==> src/rtl/linebuf_scheduler_if.sv <==
// linebuf_scheduler_if
//   Pixel-side bundle of the line buffer scheduler: the input writer stream
//   and the output fetch handshake.
//   master : video input / VGA doubler side (drives strobes, takes fetched data)
//   slave  : linebuf_scheduler
//   Signals:
//     wr_valid, wr_data             input pixel strobe and pixel {b[1:0],g[2:0],r[2:0]}
//     rd_line_start                 start of next output line pass
//     rd_req                        fetch next pixel of current pass
//     rd_data, rd_data_valid        fetched pixel and its qualifier
//     line_avail                    a line is ready for its next pass
interface linebuf_scheduler_if #(
    parameter int DATA_W = 8
);
    logic              wr_valid;
    logic [DATA_W-1:0] wr_data;
    logic              rd_line_start;
    logic              rd_req;
    logic [DATA_W-1:0] rd_data;
    logic              rd_data_valid;
    logic              line_avail;

    modport master (
        output wr_valid, wr_data, rd_line_start, rd_req,
        input  rd_data, rd_data_valid, line_avail
    );

    modport slave (
        input  wr_valid, wr_data, rd_line_start, rd_req,
        output rd_data, rd_data_valid, line_avail
    );
endinterface

==> src/rtl/linebuf_scheduler.sv <==
// linebuf_scheduler
//   Ping-pong line buffer sequencer between the Donkey Kong video input and
//   the VGA frame doubler. Owns one single-port line RAM split into two banks,
//   arbitrates that port between the pixel writer (via a 1-deep skid) and the
//   output fetcher (via a 1-deep pending request), replays each stored line
//   LINE_REPEAT times, and keeps sticky overrun/underrun flags.
//   Ports:
//     masterclk    system clock, rising edge
//     rst          asynchronous active-high reset
//     px           pixel write / fetch bundle (linebuf_scheduler_if.slave)
//     ram_we       RAM write enable
//     ram_addr     {bank, pixel address}
//     ram_wdata    RAM write data
//     ram_rdata    RAM read data, synchronous with 1-cycle latency
//     clear_err    clears sticky error flags (a same-cycle set wins)
//     overrun      sticky: an input pixel was dropped
//     underrun     sticky: a fetch or line start found no line ready
module linebuf_scheduler #(
    parameter int LINE_WIDTH  = 256,
    parameter int DATA_W      = 8,
    parameter int LINE_REPEAT = 2,
    parameter int ADDR_W      = $clog2(LINE_WIDTH)
) (
    input  logic               masterclk,
    input  logic               rst,
    linebuf_scheduler_if.slave px,
    output logic               ram_we,
    output logic [ADDR_W:0]    ram_addr,
    output logic [DATA_W-1:0]  ram_wdata,
    input  logic [DATA_W-1:0]  ram_rdata,
    input  logic               clear_err,
    output logic               overrun,
    output logic               underrun
);
    localparam int PASS_W = (LINE_REPEAT > 1) ? $clog2(LINE_REPEAT) : 1;
    localparam logic [ADDR_W-1:0] LAST_PIX  = ADDR_W'(LINE_WIDTH - 1);
    localparam logic [PASS_W-1:0] LAST_PASS = PASS_W'(LINE_REPEAT - 1);

    localparam logic [1:0] ST_EMPTY = 2'd0;
    localparam logic [1:0] ST_FILL  = 2'd1;
    localparam logic [1:0] ST_FULL  = 2'd2;
    localparam logic [1:0] ST_DRAIN = 2'd3;

    localparam logic GNT_READ  = 1'b0;
    localparam logic GNT_WRITE = 1'b1;

    logic [1:0]        bank_st   [2];
    logic [1:0]        bank_st_n [2];
    logic              wb, wb_n, rb, rb_n;
    logic [ADDR_W-1:0] wr_ptr, wr_ptr_n, rd_ptr, rd_ptr_n;
    logic [PASS_W-1:0] pass_cnt, pass_cnt_n;
    logic              pass_act, pass_act_n;
    logic              skid_v, skid_v_n;
    logic [ADDR_W:0]   skid_addr, skid_addr_n;
    logic [DATA_W-1:0] skid_data, skid_data_n;
    logic              rd_pend, rd_pend_n;
    logic              last_grant, last_grant_n;
    logic              rd_vld_q, rd_vld_n;
    logic              rd_from_ram_q, rd_from_ram_n;
    logic              set_ovr, set_udr;

    logic              rd_active;
    logic              rd_ram;
    logic              rd_empty_srv;
    logic              gnt_w, gnt_r;

    // A pass is active only while the read bank drains and a line start has
    // opened the current pass.
    assign rd_active    = (bank_st[rb] == ST_DRAIN) && pass_act;
    assign rd_ram       = rd_pend && rd_active;
    // Pending fetch with no active pass is answered with zero data, no RAM use.
    assign rd_empty_srv = rd_pend && !rd_active;

    always_comb begin
        gnt_w = 1'b0;
        gnt_r = 1'b0;
        if (skid_v && rd_ram) begin
            gnt_r = (last_grant == GNT_WRITE);
            gnt_w = (last_grant == GNT_READ);
        end else begin
            gnt_w = skid_v;
            gnt_r = rd_ram;
        end
    end

    assign ram_we    = gnt_w;
    assign ram_addr  = gnt_w ? skid_addr : (gnt_r ? {rb, rd_ptr} : '0);
    assign ram_wdata = gnt_w ? skid_data : '0;

    assign px.rd_data_valid = rd_vld_q;
    assign px.rd_data       = rd_from_ram_q ? ram_rdata : '0;
    assign px.line_avail    = (bank_st[rb] == ST_FULL) ||
                              ((bank_st[rb] == ST_DRAIN) && !pass_act);

    // Write acceptance, read progress and line start are applied in that
    // order on the *_n copies, so a line start landing on the cycle a pass
    // ends acts on the already-advanced read bank.
    always_comb begin
        bank_st_n     = bank_st;
        wb_n          = wb;
        rb_n          = rb;
        wr_ptr_n      = wr_ptr;
        rd_ptr_n      = rd_ptr;
        pass_cnt_n    = pass_cnt;
        pass_act_n    = pass_act;
        skid_v_n      = skid_v && !gnt_w;
        skid_addr_n   = skid_addr;
        skid_data_n   = skid_data;
        // A request arriving while one is still held merges into it.
        rd_pend_n     = (rd_pend && rd_active && !gnt_r) || px.rd_req;
        last_grant_n  = gnt_w ? GNT_WRITE : (gnt_r ? GNT_READ : last_grant);
        rd_vld_n      = gnt_r || rd_empty_srv;
        rd_from_ram_n = gnt_r;
        set_ovr       = 1'b0;
        set_udr       = rd_empty_srv;

        if (px.wr_valid) begin
            // Skid may take a new pixel if it is empty or draining this cycle.
            if ((bank_st[wb] == ST_FULL) || (bank_st[wb] == ST_DRAIN) ||
                (skid_v && !gnt_w)) begin
                set_ovr = 1'b1;
            end else begin
                skid_v_n    = 1'b1;
                skid_addr_n = {wb, wr_ptr};
                skid_data_n = px.wr_data;
                if (bank_st[wb] == ST_EMPTY) begin
                    bank_st_n[wb] = ST_FILL;
                end
                if (wr_ptr == LAST_PIX) begin
                    bank_st_n[wb] = ST_FULL;
                    wb_n          = ~wb;
                    wr_ptr_n      = '0;
                end else begin
                    wr_ptr_n = wr_ptr + 1'b1;
                end
            end
        end

        if (gnt_r) begin
            if (rd_ptr == LAST_PIX) begin
                rd_ptr_n   = '0;
                pass_act_n = 1'b0;
                if (pass_cnt != LAST_PASS) begin
                    pass_cnt_n = pass_cnt + 1'b1;
                end else begin
                    bank_st_n[rb] = ST_EMPTY;
                    rb_n          = ~rb;
                    pass_cnt_n    = '0;
                end
            end else begin
                rd_ptr_n = rd_ptr + 1'b1;
            end
        end

        if (px.rd_line_start) begin
            if (bank_st_n[rb_n] == ST_FULL) begin
                bank_st_n[rb_n] = ST_DRAIN;
                pass_cnt_n      = '0;
                rd_ptr_n        = '0;
                pass_act_n      = 1'b1;
            end else if (bank_st_n[rb_n] == ST_DRAIN) begin
                // Opens the next pass, or restarts the current one from 0.
                rd_ptr_n   = '0;
                pass_act_n = 1'b1;
            end else begin
                set_udr = 1'b1;
            end
        end
    end

    always_ff @(posedge masterclk or posedge rst) begin
        if (rst) begin
            bank_st[0]    <= ST_EMPTY;
            bank_st[1]    <= ST_EMPTY;
            wb            <= 1'b0;
            rb            <= 1'b0;
            wr_ptr        <= '0;
            rd_ptr        <= '0;
            pass_cnt      <= '0;
            pass_act      <= 1'b0;
            skid_v        <= 1'b0;
            skid_addr     <= '0;
            skid_data     <= '0;
            rd_pend       <= 1'b0;
            last_grant    <= GNT_READ;
            rd_vld_q      <= 1'b0;
            rd_from_ram_q <= 1'b0;
            overrun       <= 1'b0;
            underrun      <= 1'b0;
        end else begin
            bank_st       <= bank_st_n;
            wb            <= wb_n;
            rb            <= rb_n;
            wr_ptr        <= wr_ptr_n;
            rd_ptr        <= rd_ptr_n;
            pass_cnt      <= pass_cnt_n;
            pass_act      <= pass_act_n;
            skid_v        <= skid_v_n;
            skid_addr     <= skid_addr_n;
            skid_data     <= skid_data_n;
            rd_pend       <= rd_pend_n;
            last_grant    <= last_grant_n;
            rd_vld_q      <= rd_vld_n;
            rd_from_ram_q <= rd_from_ram_n;
            if (set_ovr) begin
                overrun <= 1'b1;
            end else if (clear_err) begin
                overrun <= 1'b0;
            end
            if (set_udr) begin
                underrun <= 1'b1;
            end else if (clear_err) begin
                underrun <= 1'b0;
            end
        end
    end
endmodule
==> src/flat_wrapper.sv <==
// flat-port wrapper written by rule: the top's interface ports become plain ports
module linebuf_scheduler_flat 
#(
    parameter int LINE_WIDTH  = 256,
    parameter int DATA_W      = 8,
    parameter int LINE_REPEAT = 2,
    parameter int ADDR_W      = $clog2(LINE_WIDTH)
)
  (masterclk, rst, ram_we, ram_addr, ram_wdata, ram_rdata, clear_err, overrun, underrun, px_wr_valid, px_wr_data, px_rd_line_start, px_rd_req, px_rd_data, px_rd_data_valid, px_line_avail);
  linebuf_scheduler_if #(.DATA_W(DATA_W)) px_i ();
  input  logic masterclk;
  input  logic rst;
  output logic ram_we;
  output logic [ADDR_W:0] ram_addr;
  output logic [DATA_W-1:0] ram_wdata;
  input  logic [DATA_W-1:0] ram_rdata;
  input  logic clear_err;
  output logic overrun;
  output logic underrun;
  input wire logic [$bits(px_i.wr_valid)-1:0] px_wr_valid;
  input wire logic [$bits(px_i.wr_data)-1:0] px_wr_data;
  input wire logic [$bits(px_i.rd_line_start)-1:0] px_rd_line_start;
  input wire logic [$bits(px_i.rd_req)-1:0] px_rd_req;
  output wire logic [$bits(px_i.rd_data)-1:0] px_rd_data;
  output wire logic [$bits(px_i.rd_data_valid)-1:0] px_rd_data_valid;
  output wire logic [$bits(px_i.line_avail)-1:0] px_line_avail;
  assign px_i.wr_valid = px_wr_valid;
  assign px_i.wr_data = px_wr_data;
  assign px_i.rd_line_start = px_rd_line_start;
  assign px_i.rd_req = px_rd_req;
  assign px_rd_data = px_i.rd_data;
  assign px_rd_data_valid = px_i.rd_data_valid;
  assign px_line_avail = px_i.line_avail;
  linebuf_scheduler #(.LINE_WIDTH(LINE_WIDTH), .DATA_W(DATA_W), .LINE_REPEAT(LINE_REPEAT), .ADDR_W(ADDR_W)) u_core (.masterclk(masterclk), .rst(rst), .px(px_i), .ram_we(ram_we), .ram_addr(ram_addr), .ram_wdata(ram_wdata), .ram_rdata(ram_rdata), .clear_err(clear_err), .overrun(overrun), .underrun(underrun));
endmodule
==> config.mk <==
export PLATFORM = sky130hd
export DESIGN_NAME = linebuf_scheduler_flat
export DESIGN_NICKNAME = d
export VERILOG_FILES = /design/src/rtl/linebuf_scheduler_if.sv /design/src/rtl/linebuf_scheduler.sv /design/src/flat_wrapper.sv
export SDC_FILE = /design/constraint.sdc
export NUM_CORES = 1
export LEC_CHECK = 0
export BUFFER_PORTS_ARGS = -buffer_cell sky130_fd_sc_hd__buf_4
export CAP_MARGIN = 20
export CORE_ASPECT_RATIO = 1.4
export CORE_MARGIN = 8
export CORE_UTILIZATION = 35
export CTS_CLUSTER_DIAMETER = 40
export DETAILED_ROUTE_END_ITERATION = 8
export GPL_TIMING_DRIVEN = 0
export MAX_ROUTING_LAYER = met4
export PLACE_DENSITY_LB_ADDON = 0.08
export SLEW_MARGIN = 40
export SYNTH_ARGS = -nofsm -noshare
export SYNTH_HDL_FRONTEND = slang
export SYNTH_SLANG_ARGS = --single-unit
==> constraint.sdc <==
create_clock -name masterclk -period 3.02 [get_ports masterclk]
set_clock_uncertainty 0.15 [all_clocks]
set_input_delay 0.755 -clock masterclk [delete_from_list [all_inputs] [get_ports masterclk]]
set_output_delay 0.755 -clock masterclk [all_outputs]
set_load 0.01 [all_outputs]
==> results.txt, run 1 <==
----------------------------------------------------
[STA]
  Unrepaired setup endpoints after global routing ... false
  WHS ... 0.195 ns
  Max-slew headroom ... 0.586
  Min Tclk post-route ... 2.89 ns
  Hold Fails Final Rpt ... 0
  Worst Slack Setup Final ... 0.131 ns
  Count of pins over their slew limit ... 0
  Maximum clock frequency ... 346 MHz
  Setup Viol. Count Final ... 0
  Slew @ Worst Pin ... 0.615 ns
  Portion of the clock cycle consumed by the worst path in the final layout ... 0.957

[Clock network]
  Clock tree from TritonCTS ... yes
  H-tree depth ... 2
  Worst skew pair latency ... 0.30 ns
  Clock tree sinks ... 48
  Clk buf depth ... 2
  Number of CTS-inserted buffers ... 5
  Clock Tree Root ... clkbuf_8
  Clock transition time at the flip-flop clock pins of the worst setup and hold paths ... 0.09 ns

[Worst setup path]
  Worst flop-to-flop path startpoint ... u_core.wb
  Slack of the worst reg-to-reg path ... 0.53 ns
  Maximum net fanout on the critical path ... 10
  Class of the most critical setup path ... reg -> out
  CP Capture Type ... primary output
  Setup crit start kind ... flop
  Arrival time at the worst endpoint ... 1.98 ns
  Source of the critical timing path ... u_core.bank_st[3]
  Data required time of the critical path ... 2.11 ns

[Run status]
  Outcome ... completed

[Logic synthesis]
  Leading cell type by number of instances after synthesis ... nand2_1
  Synthesized instance count ... 259
  Flip-flop and latch count after synthesis ... 48
  Most used DFF post-synth ... dfrtp_1
  Biggest area consumer among synthesized cells ... dfrtp_1
  Unique cell type count in the Yosys netlist ... 43
  Post-Synthesis Cell Area ... 2440 µm²
  Largest cells by area after synthesis ... dfrtp_1, nand2_1, and2_1
  Mean post-synth cell area ... 9.44 µm²
  Post-synth EDFFs ... 0
  Number of warnings issued by yosys ... 0
  Synth top cells by count ... nand2_1, dfrtp_1, and2_1
  Total nets after synthesis ... 283
  Synth top area share ... 0.491
  Async set or reset register ratio after synthesis ... 1.00
  Sequential element share of the synthesized area ... 0.491

[Pwr]
  Sw Ratio ... 0.273
  Net switching power ... 0.412 mW
  Register share of total power ... 0.530
  Leakage component of the power ... 1.50 nW
  Max VDD drop ... 0.000364 V
  Clock share of power ... 0.305
  Pint ... 1.10 mW
  Power density over cell area ... 486 nW/µm²
  Relative contribution of combinational cells to total power ... 0.165

[Die]
  Boundary Pins ... 52
  Floorplan core area ... 6850 µm²
  Horiz. Die Dim ... 86.6 µm
  Initial Utilization ... 0.357
  Row Count ... 36
  Die H ... 115 µm
  Die Footprint ... 9950 µm²

[Placement]
  Worst setup timing slack at the placement stage ... -0.0685 ns
  DP Area ... 2970 µm²
  Count of placed standard cells including taps ... 406
  Placer Congestion ... 0.865
  HPWL after detailed placement ... 4600 µm
  Count of buffers inserted at the top-level ports ... 51

[Global routing]
  Overall global routing resource usage ... 0.128
  Overflow left after global routing ... 0
  Vias in the first global route ... 2,066
  Maximum number of pins on one net before global-route repair ... 40
  Antenna violations before repair ... 0
  Wire length of the first global-routing pass ... 9920 µm

[Cells and area]
  Number of cells in the finished layout apart from fillers ... 414
  Fraction of layout cells with a size suffix above 1 ... 0.248
  Core utilization of the finished layout ... 0.453
  Final antenna diode count ... 0
  Cell area after layout ... 3100 µm²
  Number of nets in the layout ... 342
  Area added between synthesis and finish ... 26.8%

[Drt]
  Pre-antenna DRT Iters ... 4
  Routed wire per std cell ... 14.5 µm
  Post-detailed-route DRC marker count ... 0
  DRT Wirelength ... 6010 µm
  Initial DRC count ... 66
  Detailed-route via count ... 2,026
  Number of nets with antenna violations after routing ... 0
  Ratio of routed vias to standard cells ... 4.89

[Hold path]
  Worst min path class ... in -> async

[Run]
  Max_cap viols ... 0

----------------------------------------------------
==> final timing paths <==
kind / cells past startpoint / to
min in group masterclk: 2 / u_core.skid_data[0]
setup / recovery: 6 / ram_wdata[0]
hold / removal: 2 / u_core.skid_data[6]
max in group asynchronous: 3 / u_core.rd_ptr[2]
hold reg to reg: 2 / u_core.skid_data[0]
setup reg to reg: 7 / u_core.wr_ptr[3]
==> layer usage <==
layer	GRT usage	vias to the layer above	part of all wire	wire, µm
met1	0.134	970	0.42	2530
met5	-	-	0	0
met2	0.219	50	0.51	3090
met4	0.0565	0	0.013	81
li1	-	1000	-	-
met3	0.0329	6	0.052	312
==> power by group through the flow <==
| stage | clock [mW] | combinational, mW | sequential [mW] |
|---|---|---|---|
| 3_5_place_dp | 0 | 0.251 | 0.811 |
| 6_report | 0.460 | 0.249 | 0.798 |
| 3_3_place_gp | 0 | 0.242 | 0.810 |
| 4_1_cts | 0.474 | 0.254 | 0.799 |
| 2_1_floorplan | 0 | 0.152 | 0.788 |
| 5_1_grt | 0.499 | 0.283 | 0.812 |
==> critical path, stage by stage, from the launching register on <==
cell      delay (ns)
dfrtp_1         0.48
nand4b_1        0.19
nand2_1         0.19
a31oi_4         0.28
clkbuf_2        0.26
and2_1          0.16
buf_4           0.12
==> state kept, by name, indices dropped and copies added (netlist names) <==
| name | count |
|---|---|
| u_core.bank_st | 4 |
| u_core.last_grant | 1 |
| u_core.overrun | 1 |
| u_core.pass_act | 1 |
| u_core.pass_cnt | 1 |
| u_core.px.rd_data_valid | 1 |
| u_core.rb | 1 |
| u_core.rd_from_ram_q | 1 |
| u_core.rd_pend | 1 |
| u_core.rd_ptr | 8 |
| u_core.skid_addr | 9 |
| u_core.skid_data | 8 |
| u_core.skid_v | 1 |
| u_core.underrun | 1 |
| u_core.wb | 1 |
| u_core.wr_ptr | 8 |
==> through the flow <==
step           setup TNS, ns  total power, mW
6_report                   0             1.51
5_1_grt                    0             1.59
4_1_cts                    0             1.53
3_5_place_dp          -0.451             1.06
3_3_place_gp          -0.341             1.05
2_1_floorplan              0            0.940
==> cell usage in the layout (no fill, tap or decap), types with 2 or more instances in the layout <==
master and count:
nand3_1 7, and3_1 5, o2111ai_1 2, nor3_2 5
and2_1 20, o21ai_0 13, a31oi_1 2, dfrtp_1 48
and4_1 2, xor2_1 4, nand2_1 59, a22o_1 9
a21oi_1 6, nand4_1 6, xnor2_1 8, nand2b_1 4
or2_2 2, mux2i_1 2, clkbuf_8 5, buf_4 53
inv_1 9, nor2b_1 4, clkbuf_1 6, nor4_1 2
ha_1 2, nor2_1 9
==> final cells by class <==
class	count	area, µm²
clock buffer	6	72.6
multi-input combinational	190	1170
sequential	48	1200
tap	95	119
buffer	10	51.3
fill	694	3750
timing repair buffer	53	410
clock inverter	2	35.0
inverter	10	40.0
==> cells by family after synthesis <==
logic type,after synthesis,synth area share
AO/OA/AOI/OAI,44,0.127
XOR/XNOR,13,0.0522
adder cells (fa/ha/maj),2,0.0102
buffers and inverters,21,0.0363
flip-flops,48,0.491
multiplexers,3,0.0128
AND/OR/NAND/NOR,128,0.270
==> what timing repair did <==
action,4_1_cts,5_1_grt
endpoints found under the setup margin,18,17
setup buffers,0,1
pin swaps,0,1
hold buffers,0,0
gates resized for setup,3,2
cloned,0,0
No activity file was read; power rests on OpenSTA's default activity.
==> run 2: changes to the inputs <==
--- a/config.mk
+++ b/config.mk
@@ -9,7 +9,7 @@
 export CAP_MARGIN = 20
 export CORE_ASPECT_RATIO = 1.4
 export CORE_MARGIN = 8
-export CORE_UTILIZATION = 35
+export CORE_UTILIZATION = 54
 export CTS_CLUSTER_DIAMETER = 40
 export DETAILED_ROUTE_END_ITERATION = 8
 export GPL_TIMING_DRIVEN = 0
==> results.txt, run 2 (same netlist as run 1, synthesis figures left out) <==
----------------------------------------------------
[Run status]
  Outcome ... completed

[Clock network]
  Clock tree from TritonCTS ... yes
  Clock Tree Root ... clkbuf_8
  Number of CTS-inserted buffers ... 5
  Clock tree sinks ... 48
  Clock transition time at the flip-flop clock pins of the worst setup and hold paths ... 0.09 ns
  Worst skew pair latency ... 0.30 ns
  H-tree depth ... 2
  Clk buf depth ... 2

[Worst setup path]
  Crit-path max cell delay ... 0.48 ns
  Count of cell instances traversed by the critical path ... 5
  Most numerous cell on the critical path ... buf_4
  Maximum net fanout on the critical path ... 19
  Buffers plus inverters on the worst setup path ... 2
  Slack of the worst reg-to-reg path ... 0.56 ns
  R2r endpoint ... u_core.wr_ptr[3]
  CP Cell Sequence ... nand4b_1 -> a211oi_2 -> buf_4 -> a22o_1 -> buf_4
  Kind of cell adding the most delay to the critical path ... compound AO/OA/AOI/OAI gates
  Class of the most critical setup path ... reg -> out
  Data required time of the critical path ... 2.11 ns
  Number of cells on the worst reg-to-reg path ... 7
  Master of the slowest instance on the critical path ... dfrtp_1
  Worst flop-to-flop path startpoint ... u_core.wb
  CP Capture Type ... primary output
  Setup crit start kind ... flop
  Arrival time at the worst endpoint ... 1.97 ns

[Die]
  Horiz. Die Dim ... 72.9 µm
  Boundary Pins ... 52
  Die H ... 95.6 µm
  Die Footprint ... 6970 µm²
  Row Count ... 29
  Initial Utilization ... 0.548
  Floorplan core area ... 4460 µm²

[Cells and area]
  Area taken by multi-input logic gates ... 1170 µm²
  Flip-flop count of the largest register, all copies and words added ... 9
  Number of cells in the finished layout apart from fillers ... 381
  Final antenna diode count ... 0
  Fraction of layout cells with a size suffix above 1 ... 0.248
  Most frequent cells in the layout ... nand2_1, buf_4, dfrtp_1, and2_1, o21ai_0
  Count of fill cells added during filler insertion ... 370
  Number of nets in the layout ... 342
  Register with the most flip-flops ... u_core.skid_addr
  Area added between synthesis and finish ... 24.6%
  Sequential Area ... 1200 µm²
  Most common cell after layout, fill and taps aside ... nand2_1

[Pwr]
  Total power ... 1.44 mW
  Leakage component of the power ... 1.49 nW
  Max VDD drop ... 0.000457 V
  Power density over cell area ... 472 nW/µm²

[Drt]
  Initial DRC count ... 87
  Detailed-route via count ... 2,023
  Post-detailed-route DRC marker count ... 0
  DRT Wirelength ... 5520 µm
  Pre-antenna DRT Iters ... 4
  Routed wire per std cell ... 14.5 µm
  Number of nets with antenna violations after routing ... 0
  Ratio of routed vias to standard cells ... 5.31

[Placement]
  Count of buffers inserted at the top-level ports ... 51
  Worst setup timing slack at the placement stage ... -0.00288 ns
  Placer Congestion ... 0.870
  HPWL after detailed placement ... 4190 µm
  Count of placed standard cells including taps ... 373

[Global routing]
  Antenna violations before repair ... 0
  Vias in the first global route ... 1,977
  Wire length of the first global-routing pass ... 9190 µm
  Overall global routing resource usage ... 0.172
  Overflow left after global routing ... 0
  Maximum number of pins on one net before global-route repair ... 29

[STA]
  Slew @ Worst Pin ... 0.568 ns
  Maximum clock frequency ... 348 MHz
  Portion of the clock cycle consumed by the worst path in the final layout ... 0.952
  Setup Viol. Count Final ... 0
  Max-slew headroom ... 0.618
  Hold Fails Final Rpt ... 0
  Min Tclk post-route ... 2.88 ns
  Count of pins over their slew limit ... 0
  Unrepaired setup endpoints after global routing ... false
  Worst Slack Setup Final ... 0.144 ns

[Run]
  Max_cap viols ... 0

[Hold path]
  Worst min path class ... in -> async

----------------------------------------------------
run 2: changes by cell type in the layout (fill, tap and decap cells not counted), sizes merged:
cell | before | now
clkinv | 1 | 0
bufinv | 1 | 0
clkinvlp | 0 | 1
clkbuf | 12 | 13
run 2: through the flow:
stage	setup TNS, ns	area [µm²]	hold slack [ns]	util
final	0	3050	0.242	0.683
after global routing	0	3050	0.263	0.683
after CTS	0	3030	0.245	0.680
after detailed placement	-0.00288	2930	0.304	0.656
after global placement	0	2910	0.299	0.651
after floorplan	0	2440	0.287	-
run 2: final cells by class:
| cell class | instances | area share |
|---|---|---|
| clock buffer | 7 | 0.0283 |
| multi-input combinational | 190 | 0.384 |
| inverter | 10 | 0.0131 |
| tap | 62 | 0.0255 |
| timing repair buffer | 53 | 0.135 |
| sequential | 48 | 0.394 |
| buffer | 10 | 0.0177 |
| clock inverter | 1 | 0.00246 |
run 2: metal layers:
layer,up-vias,GRT usage,share of wire
met5,-,-,0
met4,0,0.0469,0.011
met3,8,0.0495,0.052
li1,1002,-,-
met2,54,0.289,0.51
met1,959,0.193,0.43
run 2: what timing repair did:
action	CTS	global route
hold buffers	0	0
setup buffers	0	1
pin swaps	0	1
setup endpoints to repair	18	17
gates resized for setup	3	4
run 2: report_power, final:
group | leakage, nW | total (mW) | switching (mW) | internal [mW]
clock | 0.0445 | 0.393 | 0.206 | 0.186
sequential | 0.583 | 0.798 | 0.0734 | 0.725
combinational | 0.867 | 0.247 | 0.123 | 0.125
total | 1.49 | 1.44 | 0.402 | 1.04
run 2: worst max path at each step:
stage / from / to / slack, ns
floorplan: u_core.bank_st[3] / ram_addr[7] / 0.44
global placement: u_core.bank_st[3] / ram_addr[7] / 0.02
detailed placement: u_core.bank_st[3] / ram_addr[7] / -0.003
CTS: u_core.bank_st[3] / ram_addr[1] / 0.05
global route: u_core.bank_st[3] / ram_addr[7] / 0.01
finish: u_core.bank_st[3] / ram_addr[2] / 0.14
==> run 3: changes to the inputs <==
--- a/config.mk
+++ b/config.mk
@@ -14,7 +14,8 @@
 export DETAILED_ROUTE_END_ITERATION = 8
 export GPL_TIMING_DRIVEN = 0
 export MAX_ROUTING_LAYER = met4
-export PLACE_DENSITY_LB_ADDON = 0.08
+export PLACE_DENSITY = 0.79
+export RECOVER_POWER = 100
 export SLEW_MARGIN = 40
 export SYNTH_ARGS = -nofsm -noshare
 export SYNTH_HDL_FRONTEND = slang
==> results.txt, run 3 (same netlist as run 1, synthesis figures left out) <==
----------------------------------------------------
[STA]
  Portion of the clock cycle consumed by the worst path in the final layout ... 0.959
  Maximum clock frequency ... 345 MHz
  Max-slew headroom ... 0.0318
  Setup tns final ... 0 ns
  Min Tclk post-route ... 2.90 ns
  Unrepaired setup endpoints after global routing ... false
  Count of pins over their slew limit ... 0
  Hold Fails Final Rpt ... 0
  Setup Viol. Count Final ... 0
  Slew @ Worst Pin ... 1.45 ns

[Cells and area]
  Register with the most flip-flops ... u_core.skid_addr
  Fraction of layout cells with a size suffix above 1 ... 0.184
  Number of nets in the layout ... 343
  Final antenna diode count ... 0
  Area taken by multi-input logic gates ... 1130 µm²
  Most common cell after layout, fill and taps aside ... nand2_1
  Sequential Area ... 1200 µm²
  Count of fill cells added during filler insertion ... 409
  Flip-flop count of the largest register, all copies and words added ... 9
  Area added between synthesis and finish ... 21.3%
  Most frequent cells in the layout ... nand2_1, dfrtp_1, buf_4, clkbuf_1, and2_1
  Number of cells in the finished layout apart from fillers ... 382

[Pwr]
  Power density over cell area ... 498 nW/µm²
  Max VDD drop ... 0.000374 V
  Leakage component of the power ... 1.43 nW

[Worst setup path]
  CP Capture Type ... primary output
  Crit-path max cell delay ... 0.49 ns
  Master of the slowest instance on the critical path ... dfrtp_1
  Class of the most critical setup path ... reg -> out
  CP Cell Sequence ... nand4b_1 -> a211oi_2 -> buf_4 -> a22o_1 -> clkbuf_1
  Arrival time at the worst endpoint ... 1.99 ns
  Setup crit start kind ... flop
  Maximum net fanout on the critical path ... 19
  Data required time of the critical path ... 2.11 ns

[Clock network]
  H-tree depth ... 2
  Clk buf depth ... 2
  Clock tree sinks ... 48
  Number of CTS-inserted buffers ... 5
  Clock transition time at the flip-flop clock pins of the worst setup and hold paths ... 0.08 ns
  Worst skew pair latency ... 0.29 ns
  Clock tree from TritonCTS ... yes
  Clock Tree Root ... clkbuf_8

[Drt]
  Post-detailed-route DRC marker count ... 0
  Pre-antenna DRT Iters ... 4
  Number of nets with antenna violations after routing ... 0
  Ratio of routed vias to standard cells ... 5.26
  Routed wire per std cell ... 14.5 µm
  Detailed-route via count ... 2,011
  DRT Wirelength ... 5530 µm
  Initial DRC count ... 123

[Run]
  Max_cap viols ... 0

[Die]
  Die Footprint ... 6970 µm²
  Floorplan core area ... 4460 µm²
  Horiz. Die Dim ... 72.9 µm
  Initial Utilization ... 0.548
  Die H ... 95.6 µm
  Row Count ... 29
  Boundary Pins ... 52

[Placement]
  Placer Congestion ... 0.958
  HPWL after detailed placement ... 4290 µm
  Count of buffers inserted at the top-level ports ... 51
  Count of placed standard cells including taps ... 373

[Run status]
  Outcome ... completed

[Hold path]
  Worst min path class ... reg -> reg

[Global routing]
  Overflow left after global routing ... 0
  Antenna violations before repair ... 0
  Overall global routing resource usage ... 0.167
  Maximum number of pins on one net before global-route repair ... 34
  Vias in the first global route ... 2,014
  Wire length of the first global-routing pass ... 9080 µm

----------------------------------------------------
## run 3: changes by cell type in the layout (fill, tap and decap cells not counted), moves of 2 or more
cell,change
clkbuf_1,+14
clkbuf_2,+2
buf_4,-14
and2_0,+6
nor3_1,+6
and2_1,-6
nor3_2,-5
## run 3: where the power goes
group          switching [mW]  internal [mW]  total [mW]
logic                   0.121          0.116       0.237
clock network           0.198          0.246       0.443
registers              0.0708          0.725       0.796
total                   0.390           1.09        1.48
## run 3: metrics by stage
| stage | setup slack [ns] | power, mW | area [µm²] | hold WS (ns) | utilization |
|---|---|---|---|---|---|
| final | 0.124 | 1.48 | 2970 | 0.323 | 0.665 |
| after global placement | -0.0248 | 1.04 | 2910 | 0.300 | 0.651 |
| after detailed placement | -0.0125 | 1.05 | 2930 | 0.308 | 0.656 |
| after CTS | 0.0459 | 1.50 | 3050 | 0.221 | 0.683 |
| after global routing | 0.0205 | 1.56 | 2970 | 0.348 | 0.665 |
| after floorplan | 0.440 | 0.940 | 2440 | 0.287 | - |
## run 3: worst paths after layout
kind,end,cells past startpoint,slack (ns),start
max,ram_addr[5],5,0.12,u_core.bank_st[3]
min,u_core.skid_data[2],2,0.32,u_core.skid_data[2]
max reg2reg,u_core.underrun,7,0.29,u_core.wb
min reg2reg,u_core.skid_data[2],2,0.32,u_core.skid_data[2]
max in group asynchronous,u_core.wr_ptr[1],3,0.52,rst
min in group asynchronous,u_core.rd_ptr[6],2,0.36,rst
## run 3: metal layers
layer | global-route usage | share of wire
met1 | 0.182 | 0.42
met2 | 0.285 | 0.52
met3 | 0.0453 | 0.049
met4 | 0.0586 | 0.0083
met5 | - | 0
## run 3: worst max-delay path, delay by kind of cell, from the launching register on
family,cells,cell delay [ns]
compound gates,2,0.50
flops,1,0.49
buf+inv,2,0.45
simple gates,1,0.26
## run 3: cell type report
type / instances / area share
Clock inverter: 2 / 0.0118
Tap cell: 62 / 0.0261
Inverter: 10 / 0.0131
Sequential cell: 48 / 0.405
Timing Repair Buffer: 54 / 0.121
Multi-Input combinational cell: 190 / 0.380
Clock buffer: 6 / 0.0245
Buffer: 10 / 0.0177
## run 3: repair_timing
item / CTS / global route
pin swaps: 0 / 2
gates resized for setup: 3 / 5
endpoints found under the setup margin: 18 / 17
buffers inserted: 0 / 2
hold buffers: 0 / 0
